### src/rtl/fetch_unit.sv
`default_nettype none
// ============================================================================
// Module   : fetch_unit
// Brief    : Instruction fetch stage. Issues one instruction-memory read per
//            instruction, holds the returned word for the controller until it
//            is retired, and computes the next PC (sequential or redirected).
//            Misaligned redirects and memory timeouts park the unit in a
//            sticky error state until reset.
// Revision : 1.0 - initial release
// ============================================================================
module fetch_unit #(
  parameter logic [31:0] RESET_PC = 32'h0000_0000,
  parameter int unsigned MAX_WAIT = 8
) (
  input  logic        clk,
  input  logic        rst_n,
  input  logic        PCsrc,
  input  logic [31:0] PCTarget,
  input  logic        advance,
  output logic        imem_req,
  output logic [31:0] imem_addr,
  input  logic        imem_ready,
  input  logic [31:0] imem_rdata,
  output logic [31:0] Instrc,
  output logic [31:0] PC,
  output logic [31:0] PCPlus4,
  output logic        instr_valid,
  output logic        fetch_err,
  output logic [31:0] instr_count
);

  localparam logic [31:0] c_nop      = 32'h0000_0013;
  localparam logic [7:0]  c_max_wait = 8'(MAX_WAIT);

  typedef enum logic [1:0] {
    BOOT  = 2'd0,
    FETCH = 2'd1,
    HOLD  = 2'd2,
    ERR   = 2'd3
  } state_t;

  state_t      state_q, state_d;
  logic [31:0] pc_q, pc_d;
  logic [31:0] ir_q, ir_d;
  logic [31:0] cnt_q, cnt_d;
  logic [7:0]  wait_q, wait_d;

  logic [31:0] w_pc_plus4;
  logic        w_target_misaligned;

  // Sequential PC wraps naturally at 2^32; a redirect is only legal when
  // word aligned.
  assign w_pc_plus4          = pc_q + 32'd4;
  assign w_target_misaligned = PCsrc && (PCTarget[1:0] != 2'b00);

  // State and datapath registers; reset also discards any in-flight response.
  always_ff @(posedge clk or negedge rst_n) begin
    if (!rst_n) begin
      state_q <= BOOT;
      pc_q    <= RESET_PC;
      ir_q    <= c_nop;
      cnt_q   <= 32'd0;
      wait_q  <= 8'd0;
    end else begin
      state_q <= state_d;
      pc_q    <= pc_d;
      ir_q    <= ir_d;
      cnt_q   <= cnt_d;
      wait_q  <= wait_d;
    end
  end

  // Next-state logic: memory handshake in FETCH, retire/redirect in HOLD.
  always_comb begin
    state_d = state_q;
    pc_d    = pc_q;
    ir_d    = ir_q;
    cnt_d   = cnt_q;
    wait_d  = wait_q;

    unique case (state_q)
      BOOT: begin
        state_d = FETCH;
        wait_d  = 8'd0;
      end

      FETCH: begin
        // A response on the last allowed cycle still counts as a hit.
        if (imem_ready) begin
          ir_d    = imem_rdata;
          state_d = HOLD;
        end else if (wait_q == c_max_wait) begin
          state_d = ERR;
        end else begin
          wait_d = wait_q + 8'd1;
        end
      end

      HOLD: begin
        if (advance) begin
          // The instruction retires even when its redirect is unusable.
          cnt_d = cnt_q + 32'd1;
          if (w_target_misaligned) begin
            state_d = ERR;
          end else begin
            pc_d    = PCsrc ? PCTarget : w_pc_plus4;
            wait_d  = 8'd0;
            state_d = FETCH;
          end
        end
      end

      ERR: begin
        state_d = ERR;
      end

      default: begin
        state_d = ERR;
      end
    endcase
  end

  assign imem_req    = (state_q == FETCH);
  assign imem_addr   = pc_q;
  assign PC          = pc_q;
  assign PCPlus4     = w_pc_plus4;
  assign instr_valid = (state_q == HOLD);
  assign Instrc      = instr_valid ? ir_q : c_nop;
  assign fetch_err   = (state_q == ERR);
  assign instr_count = cnt_q;

endmodule
`default_nettype wire

### config.mk
export PLATFORM = sky130hd
export DESIGN_NAME = fetch_unit
export DESIGN_NICKNAME = d
export VERILOG_FILES = /design/src/rtl/fetch_unit.sv
export SDC_FILE = /design/constraint.sdc
export NUM_CORES = 1
export LEC_CHECK = 0
export BUFFER_PORTS_ARGS = -buffer_cell sky130_fd_sc_hd__buf_2
export CORE_ASPECT_RATIO = 2
export CORE_MARGIN = 3
export CORE_UTILIZATION = 40
export DETAILED_ROUTE_END_ITERATION = 16
export GPL_ROUTABILITY_DRIVEN = 0
export GPL_TIMING_DRIVEN = 0
export PLACE_DENSITY = 0.67
export SYNTH_ARGS = -nofsm -noshare
export SYNTH_HDL_FRONTEND = slang
export SYNTH_SLANG_ARGS = --single-unit
export TNS_END_PERCENT = 30
### constraint.sdc
create_clock -name clk -period 3.3 [get_ports clk]
set_clock_uncertainty 0.1 [all_clocks]
set_input_delay 0.33 -clock clk [delete_from_list [all_inputs] [get_ports clk]]
set_output_delay 0.33 -clock clk [all_outputs]
set_load 0.02 [all_outputs]
==> results by group, run 1 <==
Synth
  – Synth cell types: 58
  – Post-synthesis async set-or-reset flop share: 100%
  – Mapped cell area: approximately 6300 um^2
  – Post-synth top cells: dfrtp_1, nand2_1, nand3_1, mux2_2, xnor2_1
  – #FFs+latches synth: approximately 110
  – Seq/Total Area, Yosys: between 40% and 50%
  – Ys Warns: 0
  – Syn_nets: a little over 700
  – Synth Area per Inst: slightly below 10 um^2
  – Most frequent cell after synthesis: dfrtp_1
  – EDFF count, synth: 0
  – Post-synth top area share: ~41%
  – Synth Instances: 646
  – Ys flop type: dfrtp_1
  – Synth area leaders: dfrtp_1, mux2_2, xnor2_1
  – Cell taking the most area after synthesis: dfrtp_1

Worst hold path
  – Min-delay src: imem_rdata[16]
  – Hold endpoint: ir_q[16]
  – Hold depth: 2
  – Type of the tightest min-delay check: in -> reg

Die
  – Die X: approximately 95 um
  – Die area: approximately 17000 um^2
  – CORE AREA: about 15000 um^2
  – Die H: between 150 and 200 um
  – Ports: between 200 and 250
  – FP Rows: 64
  – Starting Density: between 40% and 50%

Detailed routing
  – Avg Vias per Cell: about 5.4
  – DR DRC count: 0
  – DR iter-0 viols: 226
  – Routed wire length: 19600 um
  – WL per Instance: 17.9 um
  – Antenna Nets Post-Route: 0
  – DR vias: 5888
  – DRT Pass-1 Iters: 5

Clock network
  – Clock transition at the registers of the reported paths: ~0.080 ns
  – Maximum clock insertion buffer count: 2
  – Cts bufs inserted: 9
  – Clock sinks: 106
  – CTS tree: done
  – Root Buffer: clkbuf_16
  – Skew-Pair Late Insertion Delay: between 0.3 and 0.4 ns
  – H-tree Lvls: 3

Layout
  – Antenna diode count: 0
  – Fraction of layout cells with a size suffix above 1: about two fifths
  – Fillers: between 1.5k and 2k
  – FF+latch area: roughly 2700 um^2
  – Synthesis-to-finish area growth: 27.7%
  – Nets: 963
  – Multi-input logic area: ~3100 um^2

Timing
  – Final Critical Period: 3.11 ns
  – Fin crit share: about 94%
  – Fin. Hold Viols: 0
  – Relative slew slack: between 10% and 20%
  – Max Clk Rate: 321 MHz
  – Fin Setup TNS: 0 ns
  – RSZ-0062 raised after global routing: no
  – Setup violators final: 0
  – Tightest Pin Transition: roughly 1.2 ns
  – Final Max Slew Viols: 0

Critical path
  – R2R setup slack: 0.74 ns
  – CP Max Fanout: 10
  – Worst R2R Path Depth: 6
  – FF-to-FF Start: PC[2]
  – CP Data Arrival Time: approximately 2.7 ns
  – CP Capture Type: primary output
  – WP data required: around 2.9 ns
  – Worst r2r dst: PC[18]
  – Critical path type: reg -> out
  – Critical Path Source Type: flip-flop

Global routing
  – GRT Overall Usage: between 20 and 25%
  – Antenna violations before repair: 0
  – Largest net degree at the start of global routing: between 50 and 60
  – Vias in the first global route: ~6k
  – Total grt overflow: 0
  – First-pass GRT wire length: between 30000 and 40000 um

Outcome
  – Outcome: finished clean

Placed design
  – Port bufs: around 230
  – Detailed Place HPWL: about 15000 um

Run
  – Max_cap viols: 0

Pwr
  – PwrDens: approximately 500 nW/um^2
  – Pleak: just under 4 nW
  – Power Total: 4.11 mW
  – Peak supply drop: between 0.2 and 0.3 mV
[sequential cells by signal, indices dropped and copies added, names as in the netlist]
name and flops:
PC 32, instr_count 32, ir_q 32, wait_q 8
state_q 2
[cell type report]
type,count,share of cell area (%)
multi-input cells,442,38.9
flip-flops and latches,106,33.0
repair buffers,233,15.0
plain buffers,71,5.23
well taps,198,3.08
clock buffers,9,2.80
inverters,27,1.26
clock inverters,6,0.778
[routing by layer]
metal / GRT usage [%] / vias to the layer above / routed length, um
met5: 0 / - / 0
li1: - / 2755 / -
met3: 4.63 / 53 / 1530
met2: 41.9 / 293 / 10500
met4: 11.7 / 0 / 903
met1: 21.9 / 2787 / 6670
[metrics by stage]
| step | area (um^2) | utilization, % | cells | hold WS [ns] | setup WS, ns |
|---|---|---|---|---|---|
| after detailed placement | 7730 | 50.3 | 1074 | 0.205 | 0.417 |
| after global placement | 7700 | 50.1 | 1073 | 0.380 | 0.421 |
| after CTS | 8030 | 52.2 | 1090 | 0.0983 | 0.0166 |
| final | 8050 | 52.3 | 1092 | 0.115 | 0.187 |
| after global routing | 8050 | 52.3 | 1092 | 0.101 | 0.0104 |
| after floorplan | 6300 | - | 646 | -0.0656 | 0.812 |
[power by group]
| group | internal (mW) | switching, mW |
|---|---|---|
| logic | 0.549 | 0.673 |
| clock network | 0.528 | 0.519 |
| registers | 1.61 | 0.237 |
[how the worst max path moves through the flow]
stage / startpoint / slack, ns / to
after floorplan: PC[2] / 0.81 / PCPlus4[28]
after global placement: PC[2] / 0.42 / PCPlus4[24]
after detailed placement: PC[2] / 0.42 / PCPlus4[24]
after CTS: PC[2] / 0.02 / PCPlus4[24]
after global routing: PC[2] / 0.01 / PCPlus4[18]
final: PC[2] / 0.19 / PCPlus4[24]
[cell usage in the layout (no fill, tap or decap), types with 19 or more instances in the layout]
cell,count
mux2_2,40
nand2_1,44
xor2_1,20
nand3_1,43
inv_1,26
dfrtp_1,103
buf_4,37
nor2_1,25
nand4_1,22
o21ai_0,19
xnor2_1,39
nor3_1,24
buf_2,239
and2_1,33
[critical path, cell delays in order, from the launching register on]
cell and delay (ns):
dfrtp_1 0.53, ha_1 0.34, nand4_1 0.39, nor4_4 0.38, buf_4 0.16, nand2_1 0.10, xnor2_1 0.22, buf_2 0.21
[repair_timing]
item | in CTS | in global routing
hold buffers | 1 | 0
endpoints found under the setup margin | 0 | 3
gates resized for setup | 0 | 1
setup buffers | 0 | 2
endpoints found under the hold margin | 47 | 0
[cells by family after synthesis]
family | count (synthesis) | synth area share, %
DFF | 106 | 42.1
AOI/OAI and AO/OA | 80 | 9.09
and+or+nand+nor | 248 | 22.6
xor gates and xnor gates | 59 | 8.20
adders and majority gates | 4 | 0.794
buffers and inverters | 98 | 8.28
muxes | 51 | 8.89
(Power assumes the default switching activity.)
==> inputs of run 2 (changes only) <==
ABC_AREA = 1   (was default)
CTS_CLUSTER_SIZE = 25   (was default)
PLACE_DENSITY = 0.66   (was 0.67)
SLEW_MARGIN = 10   (was default)
==> run 2 against run 1 <==
Against the previous run: critical path type unchanged; global-route usage is 1.0 points higher; critical endpoint is now PCPlus4[20]; clock-buffer cell count is 1 higher; highest routed layer is now met5; combinational power grew to 3.1 times the previous value.
==> results by group, run 2 <==
Synth
  – Post-synthesis async set-or-reset flop share: 100%
  – Synth area leaders: dfrtp_1, nand2_1, nor2_1
  – Mapped cell area: 6630 um^2
  – Ys flop type: dfrtp_1
  – Synth cell types: 37
  – Post-synth top area share: slightly below 40%
  – Post-synth top cells: nand2_1, nor2_1, inv_1, dfrtp_1, a21oi_1
  – #FFs+latches synth: 106
  – Most frequent cell after synthesis: nand2_1
  – Synth Area per Inst: between 6 and 7 um^2
  – Ys Warns: 0
  – Syn_nets: around 1.0k
  – Seq/Total Area, Yosys: between 40% and 50%
  – Cell taking the most area after synthesis: dfrtp_1
  – EDFF count, synth: 0
  – Synth Instances: 970

Die
  – FP Rows: 66
  – CORE AREA: around 16000 um^2
  – Starting Density: 40.7%
  – Die H: between 150 and 200 um
  – Die X: around 97 um
  – Die area: about 18000 um^2
  – Ports: approximately 230

Critical path
  – FF-to-FF Start: PC[2]
  – Worst R2R Path Depth: 8
  – Critical Path Source Type: flip-flop
  – R2R setup slack: 1.30 ns
  – CP Max Fanout: 6
  – CP Data Arrival Time: between 2 and 2.5 ns
  – Worst r2r dst: PC[20]
  – WP data required: roughly 2.9 ns
  – CP Capture Type: primary output
  – Critical path type: reg -> out

Timing
  – Tightest Pin Transition: 0.593 ns
  – Final Max Slew Viols: 0
  – Final setup margin: between 0.7 and 0.8 ns
  – RSZ-0062 raised after global routing: no
  – Max Clk Rate: just under 400 MHz
  – Fin. Hold Viols: 0
  – Setup violators final: 0
  – Fin Setup TNS: 0 ns
  – Final Critical Period: roughly 2.5 ns
  – Fin crit share: between 70% and 80%
  – Relative slew slack: about three fifths

Detailed routing
  – DR DRC count: 0
  – Avg Vias per Cell: between 4 and 5
  – WL per Instance: 14.9 um
  – Routed wire length: 21300 um
  – DR iter-0 viols: 210
  – Antenna Nets Post-Route: 0
  – DRT Pass-1 Iters: 4
  – DR vias: between 6k and 7k

Layout
  – Antenna diode count: 0
  – Commonest non-fill, non-tap cell in the layout: nand2_1
  – Fraction of layout cells with a size suffix above 1: between 20% and 30%
  – Synthesis-to-finish area growth: 26.2%
  – Fillers: around 1.7k
  – Post-Layout Cell Count: approximately 1.4k
  – Multi-input logic area: 3170 um^2
  – Nets: between 1k and 1.5k
  – FF+latch area: 2660 um^2
  – Commonest non-fill, non-tap cells in the layout: nand2_1, buf_2, nor2_1, inv_1, dfrtp_1

Global routing
  – Vias in the first global route: roughly 6.6k
  – Antenna violations before repair: 2
  – Total grt overflow: 0
  – Largest net degree at the start of global routing: between 50 and 60
  – GRT Overall Usage: roughly 23%
  – First-pass GRT wire length: 33400 um

Clock network
  – H-tree Lvls: 3
  – Clock sinks: ~110
  – Clock transition at the registers of the reported paths: around 0.070 ns
  – Root Buffer: clkbuf_16
  – Cts bufs inserted: 9
  – CTS tree: done
  – Skew-Pair Late Insertion Delay: ~0.36 ns
  – Maximum clock insertion buffer count: 2

Worst hold path
  – Hold depth: 2
  – Hold endpoint: ir_q[4]
  – Min-delay src: imem_rdata[4]
  – Type of the tightest min-delay check: in -> reg

Outcome
  – Outcome: finished clean

Pwr
  – Power Total: about 7 mW
  – Pleak: about 4.6 nW
  – Peak supply drop: approximately 0.5 mV
  – PwrDens: 858 nW/um^2

Placed design
  – Detailed Place HPWL: about 17000 um
  – Port bufs: ~230
  – Dpl cells: 1406
  – Post-Place Worst Slack: 1.13 ns

Run
  – Max_cap viols: 0
-- run 2: power by group --
part | total, mW | leakage [nW] | internal [mW] | switching, mW
logic | 3.84 | 3.15 | 1.35 | 2.49
clock network | 1.04 | 0.131 | 0.522 | 0.522
registers | 2.29 | 1.29 | 1.75 | 0.531
-- run 2: what timing repair did --
item	in CTS	in global routing
hold buffers	1	0
resized for setup	0	0
hold endpoints to repair	52	0
setup buffers	0	0
-- run 2: final cells by class --
type                    instances  area share (%)
clock inverters                 6           0.584
well taps                     204            3.05
multi-input cells             695            37.9
flip-flops and latches        106            31.8
plain buffers                  57            4.57
clock buffers                  10            2.74
repair buffers                233            14.4
inverters                     112            5.03
-- run 2: routing by layer --
| metal | vias to the layer above | share of wire, % | GRT usage, % |
|---|---|---|---|
| met5 | - | 0.099 | 0 |
| met4 | 4 | 5.2 | 13.4 |
| met3 | 71 | 5.2 | 3.46 |
| met2 | 237 | 55 | 44.1 |
| met1 | 3122 | 34 | 23.5 |
| li1 | 3433 | - | - |
-- run 2: worst max path at each step --
stage,cells past startpoint,slack [ns],end,startpoint
finish,7,0.75,PCPlus4[20],PC[2]
detailed placement,8,1.13,PCPlus4[28],PC[2]
global route,8,0.59,PCPlus4[14],PC[2]
floorplan,7,1.37,PCPlus4[28],PC[3]
global placement,1,0.44,instr_count[26],rst_n
CTS,8,0.73,PCPlus4[28],PC[2]
-- run 2: cells by family after synthesis --
kind of cell / after synthesis / synth area share [%]
muxes: 3 / 0.510
buffers and inverters: 169 / 12.1
DFF: 106 / 40.1
and+or+nand+nor: 570 / 35.8
AOI/OAI and AO/OA: 90 / 7.06
adders and majority gates: 4 / 0.755
xor gates and xnor gates: 28 / 3.70
-- run 2: worst max-delay path, cell delays in order (launching register included) --
cell and delay (ns):
dfrtp_1 0.45, ha_1 0.23, nand2_1 0.10, nor2_4 0.22
nand3b_1 0.22, o21ai_0 0.27, nand2_1 0.10, buf_2 0.17
-- run 2: stage by stage --
step / instance area [um^2] / util [%] / hold slack [ns]
4_1_cts: 8360 / 51.4 / 0.0915
3_3_place_gp: 8040 / 49.4 / 0.393
2_1_floorplan: 6630 / - / -0.0656
3_5_place_dp: 8070 / 49.6 / 0.224
6_report: 8360 / 51.4 / 0.0987
5_1_grt: 8360 / 51.4 / 0.104
==> inputs of run 3 (changes only) <==
ABC_AREA = 0   (was 1)
PLACE_DENSITY = 0.69   (was 0.66)
clock period = 2.3 ns   (was 3.3 ns; I/O delays follow)
==> run 3 against run 2 <==
Against the previous run: the run now ends with negative setup slack left; non-clock buffer count increased by 66; sequential power increased by 15%; sequential share of layout area decreased by 2.1 points; hold slack got worse by 0.086 ns; worst setup slack got worse by 0.79 ns; register-to-register slack got worse by 1.2 ns; critical path depth decreased by 1; core utilization increased by 7.2 points; clock-buffer cell count decreased by 1.
==> results by group, run 3 (synthesis gave the netlist of run 1 again) <==
Outcome
  – Outcome: complete, but fails checks
  – Failing checks: negative setup slack

Layout
  – Fin util: 58.6%
  – Synthesis-to-finish area growth: 42.9%
  – Multi-input logic area: about 3400 um^2
  – Commonest non-fill, non-tap cell in the layout: buf_2
  – Commonest non-fill, non-tap cells in the layout: buf_2, buf_4, dfrtp_1, nand2_1, mux2_2
  – Antenna diode count: 0
  – Nets: a little over 1k
  – FF+latch area: 2680 um^2
  – Fillers: around 1.4k
  – Fraction of layout cells with a size suffix above 1: 49.0%

Critical path
  – CP Data Arrival Time: about 2.0 ns
  – FF-to-FF Start: state_q[0]
  – Critical path type: reg -> out
  – Worst path buffer plus inverter count: 1
  – Crit-path leading delay family: simple AND/OR/NAND/NOR gates
  – CP Capture Type: primary output
  – CP max stage delay: 0.43 ns
  – Worst r2r dst: PC[29]
  – R2R setup slack: roughly 0.14 ns
  – WP data required: approximately 2.0 ns
  – Worst-path cell chain: ha_4 > and4_4 > and3_4 > nand3_1 > xnor2_2 > buf_4
  – CP Max Fanout: 10
  – Slowest CP cell: dfrtp_2
  – Critical Path Source Type: flip-flop
  – Worst R2R Path Depth: 4

Global routing
  – Antenna violations before repair: 0
  – GRT Overall Usage: 23.4%
  – First-pass GRT wire length: roughly 32000 um
  – Vias in the first global route: around 6.4k
  – Largest net degree at the start of global routing: 57
  – Total grt overflow: 0

Timing
  – Worst hold margin: 0.0130 ns
  – Max Clk Rate: 428 MHz
  – Fin crit share: 101%
  – Setup violators final: 6
  – Fin. Hold Viols: 0
  – RSZ-0062 raised after global routing: yes
  – Final Max Slew Viols: 0
  – Final Critical Period: ~2.3 ns
  – Final setup margin: -0.0345 ns
  – Relative slew slack: approximately half
  – Tightest Pin Transition: about 0.77 ns

Die
  – Ports: roughly 230
  – CORE AREA: between 15000 and 20000 um^2
  – FP Rows: 64
  – Die area: 17400 um^2
  – Die H: 184 um
  – Starting Density: 41.0%
  – Die X: about 95 um

Clock network
  – Clock sinks: ~110
  – Maximum clock insertion buffer count: 2
  – Clock transition at the registers of the reported paths: approximately 0.07 ns
  – CTS tree: done
  – H-tree Lvls: 3
  – Root Buffer: clkbuf_16
  – Cts bufs inserted: 9
  – Skew-Pair Late Insertion Delay: 0.35 ns

Placed design
  – Port bufs: approximately 230
  – Detailed Place HPWL: between 15000 and 20000 um

Worst hold path
  – Min-delay src: imem_rdata[4]
  – Hold endpoint: ir_q[4]
  – Hold depth: 2
  – Type of the tightest min-delay check: in -> reg

Detailed routing
  – DR iter-0 viols: 257
  – WL per Instance: roughly 18 um
  – Avg Vias per Cell: 5.44
  – DR DRC count: 0
  – DRT Pass-1 Iters: 5
  – Routed wire length: between 20000 and 25000 um
  – DR vias: around 6.2k
  – Antenna Nets Post-Route: 0

Pwr
  – Peak supply drop: approximately 0.52 mV
  – Pleak: between 4 and 5 nW
  – PwrDens: between 700 and 800 nW/um^2

Run
  – Max_cap viols: 0
## run 3: cell types whose count changed in the layout (fill, tap and decap cells not counted), sizes merged, moves of 20 or more
cell | previous run | this run
nand2 | 300 | 44
nor2 | 203 | 26
inv | 113 | 26
buf | 279 | 331
a21oi | 49 | 11
mux2 | 3 | 40
and2 | 2 | 33
xnor2 | 11 | 39
nor3 | 4 | 24
## run 3: routing by layer
metal	vias up	wire [um]	global-route usage, %	share of wire, %
met5	-	0	0	0
li1	2849	-	-	-
met4	0	1290	16.0	6.2
met3	75	1600	4.67	7.6
met2	344	11100	43.2	53
met1	2957	6890	22.5	33
## run 3: area by class of cell
type,instances,share of cell area [%]
well taps,198,2.75
clock inverters,7,1.04
multi-input cells,442,38.2
inverters,27,1.17
flip-flops and latches,106,29.7
clock buffers,9,2.50
repair buffers,290,19.4
plain buffers,66,5.24
## run 3: how the worst max path moves through the flow
stage,startpoint,endpoint,slack [ns],depth (start not counted)
6_report,PC[3],PCPlus4[28],-0.03,6
5_1_grt,PC[7],PCPlus4[25],-0.12,7
4_1_cts,PC[7],PCPlus4[29],-0.08,7
3_5_place_dp,PC[7],PCPlus4[29],-0.57,7
3_3_place_gp,PC[7],PCPlus4[29],-0.62,7
2_1_floorplan,PC[2],PCPlus4[26],-0.06,6
## run 3: what timing repair did
action / 4_1_cts / 5_1_grt
hold buffers: 10 / 0
pin swaps: 15 / 13
resized for setup: 76 / 46
buffers inserted: 38 / 11
hold endpoints to repair: 59 / 0
setup endpoints to repair: 71 / 89
cloned: 0 / 1
## run 3: power breakdown
part           switching (mW)  leakage (nW)  internal, mW
registers               0.307          1.29          2.32
logic                    1.13          2.98          1.05
clock network           0.723         0.151         0.953
## run 3: stage by stage
step	area [um^2]	power [mW]	worst slack, ns	std cells	setup TNS, ns
2_1_floorplan	6320	3.81	-0.0560	646	-0.246
3_3_place_gp	7710	4.38	-0.620	1073	-52.48
3_5_place_dp	7740	4.44	-0.573	1074	-5.91
4_1_cts	8700	6.43	-0.0819	1134	-0.243
5_1_grt	9010	6.82	-0.117	1145	-1.29
6_report	9010	6.48	-0.0345	1145	-0.160
